==> src/rtl/wb_arbiter_pkg.sv <==
// ---------------------------------------------------------------------------
// wb_arbiter_pkg
//
// Shared core package for the write-back arbiter slice.
//
// Contents:
//   WB_ARB_DEPTH_DEFAULT         default number of MDU result buffer entries
//   WB_ARB_STARVE_LIMIT_DEFAULT  default blocked-cycle count before the MDU
//                                result is forced onto the register-file port
//   wb_arb_entry_t               one buffered MDU result (rd, data, valid, kill)
//   entry_live_match()           hazard lookup helper: entry holds a write
//                                that is still going to land on register rs
//
// Used by: wb_arb_buf, wb_arbiter
// ---------------------------------------------------------------------------
package wb_arbiter_pkg;

    localparam int WB_ARB_DEPTH_DEFAULT        = 2;
    localparam int WB_ARB_STARVE_LIMIT_DEFAULT = 8;

    // One MDU result waiting for a register-file write slot. A killed entry
    // still occupies its slot and drains in order, but never writes.
    typedef struct packed {
        logic [4:0]  rd;
        logic [31:0] data;
        logic        valid;
        logic        kill;
    } wb_arb_entry_t;

    // True when an entry still owes a write to register rs.
    function automatic logic entry_live_match(
        input logic       valid,
        input logic       kill,
        input logic [4:0] rd,
        input logic [4:0] rs
    );
        return valid && !kill && (rd == rs);
    endfunction

endpackage

==> src/rtl/wb_arb_buf.sv <==
// ---------------------------------------------------------------------------
// wb_arb_buf
//
// In-order result buffer for the multi-cycle unit (MDU). Holds results that
// could not reach the register file because the pipeline's own write-back
// owned the port. Entries are never reordered; a younger pipeline write to
// the same register marks older buffered results as killed so they drain
// without overwriting the newer value.
//
// Parameters:
//   DEPTH      number of entries (power of two, >= 2)
//
// Ports:
//   clk        clock, all state updates on rising edge
//   reset      synchronous active-high reset, empties the buffer
//   push       enqueue {push_rd, push_data} at the tail (ignored when full)
//   push_rd    destination register of the incoming result
//   push_data  incoming result data
//   pop        drop the head entry (ignored when empty)
//   kill_en    a pipeline write to kill_rd is being performed this cycle
//   kill_rd    register written by the pipeline this cycle
//   rs1, rs2   hazard lookup registers
//   empty      no entries held
//   full       DEPTH entries held
//   head_rd    destination register of the head entry
//   head_data  data of the head entry
//   head_kill  head entry has been superseded and must not write
//   hit1, hit2 rsN != 0 and matches a live entry or the incoming push
// ---------------------------------------------------------------------------
module wb_arb_buf
    import wb_arbiter_pkg::*;
#(
    parameter int DEPTH = WB_ARB_DEPTH_DEFAULT
)
(
    input  logic        clk,
    input  logic        reset,
    input  logic        push,
    input  logic [4:0]  push_rd,
    input  logic [31:0] push_data,
    input  logic        pop,
    input  logic        kill_en,
    input  logic [4:0]  kill_rd,
    input  logic [4:0]  rs1,
    input  logic [4:0]  rs2,
    output logic        empty,
    output logic        full,
    output logic [4:0]  head_rd,
    output logic [31:0] head_data,
    output logic        head_kill,
    output logic        hit1,
    output logic        hit2
);

    localparam int PW = $clog2(DEPTH);

    wb_arb_entry_t mem [DEPTH];
    logic [PW-1:0] rd_ptr;
    logic [PW-1:0] wr_ptr;
    logic [PW:0]   count;
    logic          push_ok;
    logic          pop_ok;

    assign empty     = (count == '0);
    assign full      = (count == (PW+1)'(DEPTH));
    assign push_ok   = push && !full;
    assign pop_ok    = pop && !empty;

    assign head_rd   = mem[rd_ptr].rd;
    assign head_data = mem[rd_ptr].data;
    assign head_kill = mem[rd_ptr].kill;

    // Hazard lookup. A result being accepted this cycle is already a pending
    // write from the hazard unit's point of view, so it is included before it
    // lands in storage. Register 0 is never pending.
    always_comb begin
        hit1 = 1'b0;
        hit2 = 1'b0;
        for (int i = 0; i < DEPTH; i++) begin
            if (entry_live_match(mem[i].valid, mem[i].kill, mem[i].rd, rs1)) begin
                hit1 = 1'b1;
            end
            if (entry_live_match(mem[i].valid, mem[i].kill, mem[i].rd, rs2)) begin
                hit2 = 1'b1;
            end
        end
        if (push_ok && (push_rd == rs1)) begin
            hit1 = 1'b1;
        end
        if (push_ok && (push_rd == rs2)) begin
            hit2 = 1'b1;
        end
        if (rs1 == 5'd0) begin
            hit1 = 1'b0;
        end
        if (rs2 == 5'd0) begin
            hit2 = 1'b0;
        end
    end

    // Storage, pointers and occupancy. Kill marking runs first so a later
    // pop of the same slot still clears it; an entry pushed in the same cycle
    // as a matching pipeline write is born killed. Push and pop never target
    // the same slot: that would need the buffer to be both empty and full.
    // Pointers wrap naturally because DEPTH is a power of two.
    always_ff @(posedge clk) begin
        if (reset) begin
            for (int i = 0; i < DEPTH; i++) begin
                mem[i] <= '0;
            end
            rd_ptr <= '0;
            wr_ptr <= '0;
            count  <= '0;
        end else begin
            for (int i = 0; i < DEPTH; i++) begin
                if (kill_en && mem[i].valid && (mem[i].rd == kill_rd)) begin
                    mem[i].kill <= 1'b1;
                end
            end
            if (pop_ok) begin
                mem[rd_ptr].valid <= 1'b0;
                mem[rd_ptr].kill  <= 1'b0;
                rd_ptr            <= rd_ptr + PW'(1);
            end
            if (push_ok) begin
                mem[wr_ptr].rd    <= push_rd;
                mem[wr_ptr].data  <= push_data;
                mem[wr_ptr].valid <= 1'b1;
                mem[wr_ptr].kill  <= kill_en && (kill_rd == push_rd);
                wr_ptr            <= wr_ptr + PW'(1);
            end
            count <= count + (PW+1)'(push_ok) - (PW+1)'(pop_ok);
        end
    end

endmodule

==> src/rtl/wb_arbiter.sv <==
// ---------------------------------------------------------------------------
// wb_arbiter
//
// Register-file write-port arbiter between the pipeline write-back stage and
// a multi-cycle unit (MDU). The pipeline normally owns the single write port;
// MDU results queue in wb_arb_buf and drain in idle slots. A pipeline write
// that lands on a register with an older buffered MDU result kills that
// result so the architecturally newer value survives.
//
// Optional feature (define WB_ARB_STARVE_EN to enable):
//   A starvation counter counts cycles in which buffered results were blocked.
//   When it reaches STARVE_LIMIT-1 the head result is forced onto the port and
//   the pipeline is stalled for that cycle. Without the macro the pipeline
//   always wins and pipe_stall is tied low.
//
// Parameters:
//   DEPTH         MDU result buffer entries (power of two, >= 2)
//   STARVE_LIMIT  blocked cycles before the MDU is forced onto the port
//
// Ports:
//   clk                      clock, all state updates on rising edge
//   reset                    synchronous active-high reset
//   pipe_regwrite            wb stage write request
//   pipe_rd, pipe_result     wb stage destination register / write data
//   mdu_valid                MDU result valid
//   mdu_rd, mdu_result       MDU destination register / write data
//   mdu_ready                buffer can accept an MDU result this cycle
//   hz_rs1, hz_rs2           hazard-unit lookup registers
//   hz_pending1, hz_pending2 lookup register has a buffered write pending
//   rf_we, rf_rd, rf_wdata   register-file write port
//   pipe_stall               pipeline must hold its wb contents this cycle
// ---------------------------------------------------------------------------
module wb_arbiter
    import wb_arbiter_pkg::*;
#(
    parameter int DEPTH        = WB_ARB_DEPTH_DEFAULT,
    parameter int STARVE_LIMIT = WB_ARB_STARVE_LIMIT_DEFAULT
)
(
    input  logic        clk,
    input  logic        reset,
    input  logic        pipe_regwrite,
    input  logic [4:0]  pipe_rd,
    input  logic [31:0] pipe_result,
    input  logic        mdu_valid,
    input  logic [4:0]  mdu_rd,
    input  logic [31:0] mdu_result,
    output logic        mdu_ready,
    input  logic [4:0]  hz_rs1,
    input  logic [4:0]  hz_rs2,
    output logic        hz_pending1,
    output logic        hz_pending2,
    output logic        rf_we,
    output logic [4:0]  rf_rd,
    output logic [31:0] rf_wdata,
    output logic        pipe_stall
);

    logic        buf_empty;
    logic        buf_full;
    logic [4:0]  head_rd;
    logic [31:0] head_data;
    logic        head_kill;
    logic        hit1;
    logic        hit2;
    logic        push;
    logic        pipe_live;
    logic        forced;
    logic        pipe_grant;
    logic        head_grant;

    wb_arb_buf #(
        .DEPTH (DEPTH)
    ) u_buf (
        .clk       (clk),
        .reset     (reset),
        .push      (push),
        .push_rd   (mdu_rd),
        .push_data (mdu_result),
        .pop       (head_grant),
        .kill_en   (pipe_grant),
        .kill_rd   (pipe_rd),
        .rs1       (hz_rs1),
        .rs2       (hz_rs2),
        .empty     (buf_empty),
        .full      (buf_full),
        .head_rd   (head_rd),
        .head_data (head_data),
        .head_kill (head_kill),
        .hit1      (hit1),
        .hit2      (hit2)
    );

`ifdef WB_ARB_STARVE_EN
    localparam int SW = $clog2(STARVE_LIMIT + 1);

    logic [SW-1:0] starve_cnt;

    // Counts consecutive cycles where a buffered result waited. The count
    // restarts whenever the head gets the port or nothing is waiting, so a
    // single forced cycle is enough to guarantee forward progress.
    always_ff @(posedge clk) begin
        if (reset) begin
            starve_cnt <= '0;
        end else if (buf_empty || head_grant) begin
            starve_cnt <= '0;
        end else begin
            starve_cnt <= starve_cnt + SW'(1);
        end
    end

    assign forced = !reset && !buf_empty && (starve_cnt == SW'(STARVE_LIMIT - 1));
`else
    assign forced = 1'b0;
`endif

    // Port arbitration: forced MDU > live pipeline write > buffer head.
    // A forced cycle stalls the pipeline, so its write neither lands nor
    // kills anything; it will be replayed next cycle. A killed head still
    // pops when granted, just without asserting the write enable.
    always_comb begin
        mdu_ready  = !buf_full && !reset;
        push       = mdu_valid && mdu_ready && (mdu_rd != 5'd0);
        pipe_live  = pipe_regwrite && (pipe_rd != 5'd0);
        pipe_grant = !reset && pipe_live && !forced;
        head_grant = !reset && !buf_empty && (forced || !pipe_live);

        rf_we    = 1'b0;
        rf_rd    = 5'd0;
        rf_wdata = 32'd0;
        if (pipe_grant) begin
            rf_we    = 1'b1;
            rf_rd    = pipe_rd;
            rf_wdata = pipe_result;
        end else if (head_grant) begin
            rf_we    = !head_kill;
            rf_rd    = head_rd;
            rf_wdata = head_data;
        end

        pipe_stall  = forced;
        hz_pending1 = hit1 && !reset;
        hz_pending2 = hit2 && !reset;
    end

endmodule
==> config.mk <==
export PLATFORM = sky130hd
export DESIGN_NAME = wb_arbiter
export DESIGN_NICKNAME = d
export VERILOG_FILES = /design/src/rtl/wb_arbiter_pkg.sv /design/src/rtl/wb_arb_buf.sv /design/src/rtl/wb_arbiter.sv
export SDC_FILE = /design/constraint.sdc
export NUM_CORES = 1
export LEC_CHECK = 0
export ABC_CLOCK_PERIOD_IN_PS = 3200
export CAP_MARGIN = 25
export CORE_UTILIZATION = 45
export DETAILED_ROUTE_END_ITERATION = 6
export DONT_BUFFER_PORTS = 1
export GPL_TIMING_DRIVEN = 1
export PLACE_DENSITY = 0.64
export SYNTH_ARGS = -nofsm -noshare
export SYNTH_HDL_FRONTEND = slang
export SYNTH_SLANG_ARGS = --single-unit
==> constraint.sdc <==
create_clock -name clk -period 3.2 [get_ports clk]
set_input_delay 0.64 -clock clk [delete_from_list [all_inputs] [get_ports clk]]
set_output_delay 0.64 -clock clk [all_outputs]
set_load 0.02 [all_outputs]
# Word level (Yosys, flattened, before mapping)
# Memories as Yosys holds them, arrays and structs flattened. A register that Yosys moved wholly into a read port is not among the register bits.
# Index checks and enable logic that the tools add are counted.
[classes]
reduce_logical = 37
addsub = 4
bitwise_logic = 2
mux = 35
n_eq_ne = 10
[op_table]
columns = ["cell", "n"]
rows = [
  ["32-bit two-way mux", 2],
  ["5-bit equality test", 9],
  ["39-bit two-way mux", 1],
  ["39-bit OR reduction", 1],
  ["1-bit two-way mux", 29],
  ["1-bit logical AND", 24],
  ["5-bit zero test", 2],
  ["5-bit two-way mux", 2],
  ["5-bit nonzero test", 2],
  ["1-bit zero test", 7],
  ["3-bit two-way mux", 1],
  ["1-bit adder (second input constant)", 2],
  ["2-bit by 1-bit adder with 2-bit output", 1],
  ["2-bit equality test (second input constant)", 1],
  ["2-bit zero test", 1],
  ["1-bit bitwise OR", 2],
  ["2-bit by 1-bit subtractor with 2-bit output", 1],
]
[totals]
memories = 1
mem_bits_rw = 78
ff_bits = 4
inputBits = 88
[mem_list]
columns = ["memory", "words", "word_bits", "rd", "rd_clocked_by_memory_dff", "wr", "line", "text"]
rows = [
  ["u_buf.mem", 2, 39, 3, 1, 3, "wb_arb_buf.sv:57", "wb_arb_entry_t mem [DEPTH];"],
]

# Longest topological paths before layout
[logic_depth]
depth_word = 10
depth_mapped = 11
depth_no_buf = 9

# By module
# A second synthesis with hierarchy kept.
[hier_totals]
hier_cells = 556
hier_area_um2 = 5846.9
[modules_own_cells]
columns = ["module", "cells_per_inst", "seq_area_each_um2", "n_inst", "area_per_inst_um2"]
rows = [
  ["wb_arb_buf", 314, 2422.3, 1, 4202.8],
  ["wb_arbiter", 242, 0.0, 1, 1644.1],
]

# Worst setup path before layout
# OpenSTA, ideal clock, no wires.
[synth_path]
path_kind = "input-to-reg"
start = "input port mdu_rd[2]"
end = "memory u_buf.mem[1][0] (netlist bit), enable pin"
arrival_ps = 2615
setup_slack_ps = 330
n_path_buf = 1
path_stages = 6
setup_time_ps = 255
cell_sequence = "buf_2 or4_4 nor2_4 nor3b_1 or2_1 or3_1"
[synth_rtl]
columns = ["element", "line", "text"]
rows = [
  ["start: declaration", "wb_arbiter.sv:46", "input logic [4:0] mdu_rd,"],
  ["end: declaration", "wb_arb_buf.sv:57", ""],
]

# Worst setup path in the final report
[layout_path]
start = "input port pipe_rd[0]"
end = "output port rf_wdata[20]"
[layout_via]
elab_chain_len = 6
elab_cells_between_ends = 7
classes_between = "mux: 2; reduce/logical: 5"
[layout_lines]
columns = ["element", "line", "text"]
rows = [
  ["start: declaration", "wb_arbiter.sv:43", "input logic [4:0] pipe_rd,"],
  ["5-bit nonzero test (*)", "wb_arbiter.sv:124", "pipe_live = pipe_regwrite && (pipe_rd != 5'd0);"],
  ["1-bit logical AND (*)", "wb_arbiter.sv:124", ""],
  ["1-bit zero test", "wb_arbiter.sv:126", "head_grant = !reset && !buf_empty && (forced || !pipe_live);"],
  ["1-bit logical AND", "wb_arbiter.sv:126", ""],
  ["32-bit two-way mux", "wb_arbiter.sv:135", "end else if (head_grant) begin"],
  ["32-bit two-way mux (*)", "wb_arbiter.sv:131", "if (pipe_grant) begin"],
  ["end: declaration", "wb_arbiter.sv:55", "output logic [31:0] rf_wdata,"],
]
# Mark *: on every way between the ends. The rest lies on a longest branch, timed or not.

==> metrics.csv <==
metric;value;unit
start_kind;input port;
yosysSeqAreaShare;53.0;%
finalSetupViolCount;0;
core_area;0.00982;mm²
cp_data_arrival_time;2.06;ns
fin_total_pwr;2.58;mW
required;2.56;ns
cts.sinks;83;
drcViolationCount;0;
peakVddDrop;0.257;mV
ctsResizeCount;0;
post_cts_buffers;0;
period_needed;2.70;ns
yosys-top-cells-area;edfxtp_1 50%, and2_1 10%, mux2i_1 8.1%;
drv_cap;0;
num_vias;3097;
rows;36;
antenna_found_initial;0;
rsz0062_at_grt;false;
synth-main-ff-cell;edfxtp_1;
yosys_warnings;0;
dieArea;0.0106;mm²
hold_viol_final;0;
drtIter0Drc;95;
drt_first_pass_iters;4;
synth_fp_nets;508;
skew;0.00686;ns
htreeDepth;3;
place_congestion;0.878;
die_x;103;µm
ioPinCount;130;
hold_path.class;input port to flop;
final_util;52.4;%
crit_path_end_kind;primary output;
cts_tree;yes;
maxSlewViolCount;0;
antenna_left;0;
power_leakage;1.90;nW
fmaxAchievable;0.371;GHz
cp_max_fo;41;
cts-root-buf;clkbuf_8;
synthToLayoutAreaGrowth;12.6;%
grt_pass1_wl;14900;µm
powerDensity;501;mW/mm²
die_h;103;µm
grt_overflow;0;
clk_latency;0.35;ns
wirelength;10000;µm
synth_area_per_cell;10.9;µm²
portBuffers;0;
drive_gt1_share;14.8;%
synth_edf_count;76;
num-nets-final;532;
start_util;46.5;%
yosys.area.top_type_share;50.0;%
worst_pin_slew;0.615;ns
grt_pass1_vias;2987;
grt_max_degree;42;
synth_most_common_cell;edfxtp_1;
hpwlAfterDp;6750;µm
setup_tns;0;ns
syn_inst;418;
grt_use_total;19.5;%
vias_per_cell;5.34;
ys_types;38;
synthArstFlopShare;0;%
clk_pin_slew_worst_paths;0.08;ns
wl_per_cell;17.3;µm
crit_type;input port to primary output;
slew_headroom;58.9;%
ys_ff_latch;83;
hold_buffers;0;
fin_crit_sh;84.3;%
synth_largest_area_cell;edfxtp_1;
numCtsBuffers;9;
synth_common_cells;76 x edfxtp_1, 74 x and2_1, 42 x nand2_1;
cts_buffer_depth;2;
hold-worst-slack;0.339;ns
diodes;0;
mappedNetlistArea;0.00457;mm²
outcome;complete, no violations;
-- path summary, 6_finish.rpt --
kind	from	to	slack [ns]	cells after the start
setup reg to reg	u_buf.count[1]$_SDFF_PP0_	u_buf.count[1]$_SDFF_PP0_	1.16	9
setup / recovery	pipe_rd[0]	rf_wdata[20]	0.50	6
hold / removal	reset	flop	0.34	1
hold reg to reg	u_buf.mem[1][1]$_SDFFE_PP1P_	u_buf.mem[1][1]$_SDFFE_PP1P_	0.49	2
-- state kept, by name, summed over array words and instances, names as in the netlist, named ones only --
name	count
u_buf.mem	78
u_buf.count	2
u_buf.rd_ptr	1
u_buf.wr_ptr	1
-- worst max-delay path, cell delays in order --
cell and delay, ns:
nor3_1 0.40, nand2_1 0.10, a21o_1 0.18, buf_4 0.26
o21ai_0 0.28, buf_4 0.19
-- power by group --
| part | switching [mW] | total [mW] | internal (mW) | leakage, nW |
|---|---|---|---|---|
| sequential | 0.0648 | 1.36 | 1.30 | 0.853 |
| combinational | 0.273 | 0.486 | 0.213 | 0.947 |
| clock | 0.369 | 0.728 | 0.359 | 0.0951 |
| total | 0.707 | 2.58 | 1.87 | 1.90 |
-- per-layer routing --
metal  track usage [%]  wire length, µm
met5                 0                0
met4              6.61              130
met3              5.36              748
met2              34.0             5020
met1              23.3             4120
-- cell usage in the layout (no fill, tap or decap), drive strengths merged, types with 2 or more instances in the layout --
| master | n |
|---|---|
| xor2 | 28 |
| nand2 | 42 |
| buf | 44 |
| a31oi | 2 |
| edfxtp | 76 |
| nor4 | 4 |
| nor2 | 10 |
| a21oi | 4 |
| and2 | 74 |
| inv | 7 |
| clkbuf | 11 |
| nand4 | 4 |
| mux2i | 37 |
| nor2b | 2 |
| clkinv | 3 |
| or3 | 2 |
| ha | 2 |
| dfxtp | 7 |
| nor4b | 2 |
| o21bai | 3 |
| or2 | 2 |
| or4 | 3 |
| o21ai | 42 |
| and4 | 3 |
| xnor2 | 21 |
| nor3 | 5 |
-- metrics by stage --
step                      setup WS (ns)  instances  area, µm²
final                             0.502        580       5140
after global routing              0.370        580       5140
after CTS                         0.505        580       5140
after detailed placement          0.520        564       4960
after global placement            0.519        564       4960
after floorplan                   0.330        418       4570
-- kinds of logic (layout without fill, tap and decap cells) --
group                      after synthesis  in the layout  share of synthesized area (%)
and+or+nand+nor                        155            155                           18.9
DFF                                     83             83                           53.0
AOI/OAI and AO/OA                       53             53                           6.14
xor gates and xnor gates                49             49                           9.40
muxes                                   38             38                           8.36
buffers and inverters                   37             66                           3.56
adders and majority gates                2              2                          0.548
other                                    1              1                         0.0821
-- area by class of cell --
| type | instances | area (µm²) |
|---|---|---|
| well taps | 133 | 166 |
| repair buffers | 44 | 343 |
| fillers | 907 | 4680 |
| inverters | 6 | 22.5 |
| flip-flops and latches | 83 | 2420 |
| clock inverters | 5 | 52.6 |
| clock buffers | 11 | 131 |
| multi-input cells | 298 | 2000 |
No activity file was read; power rests on OpenSTA's default activity.
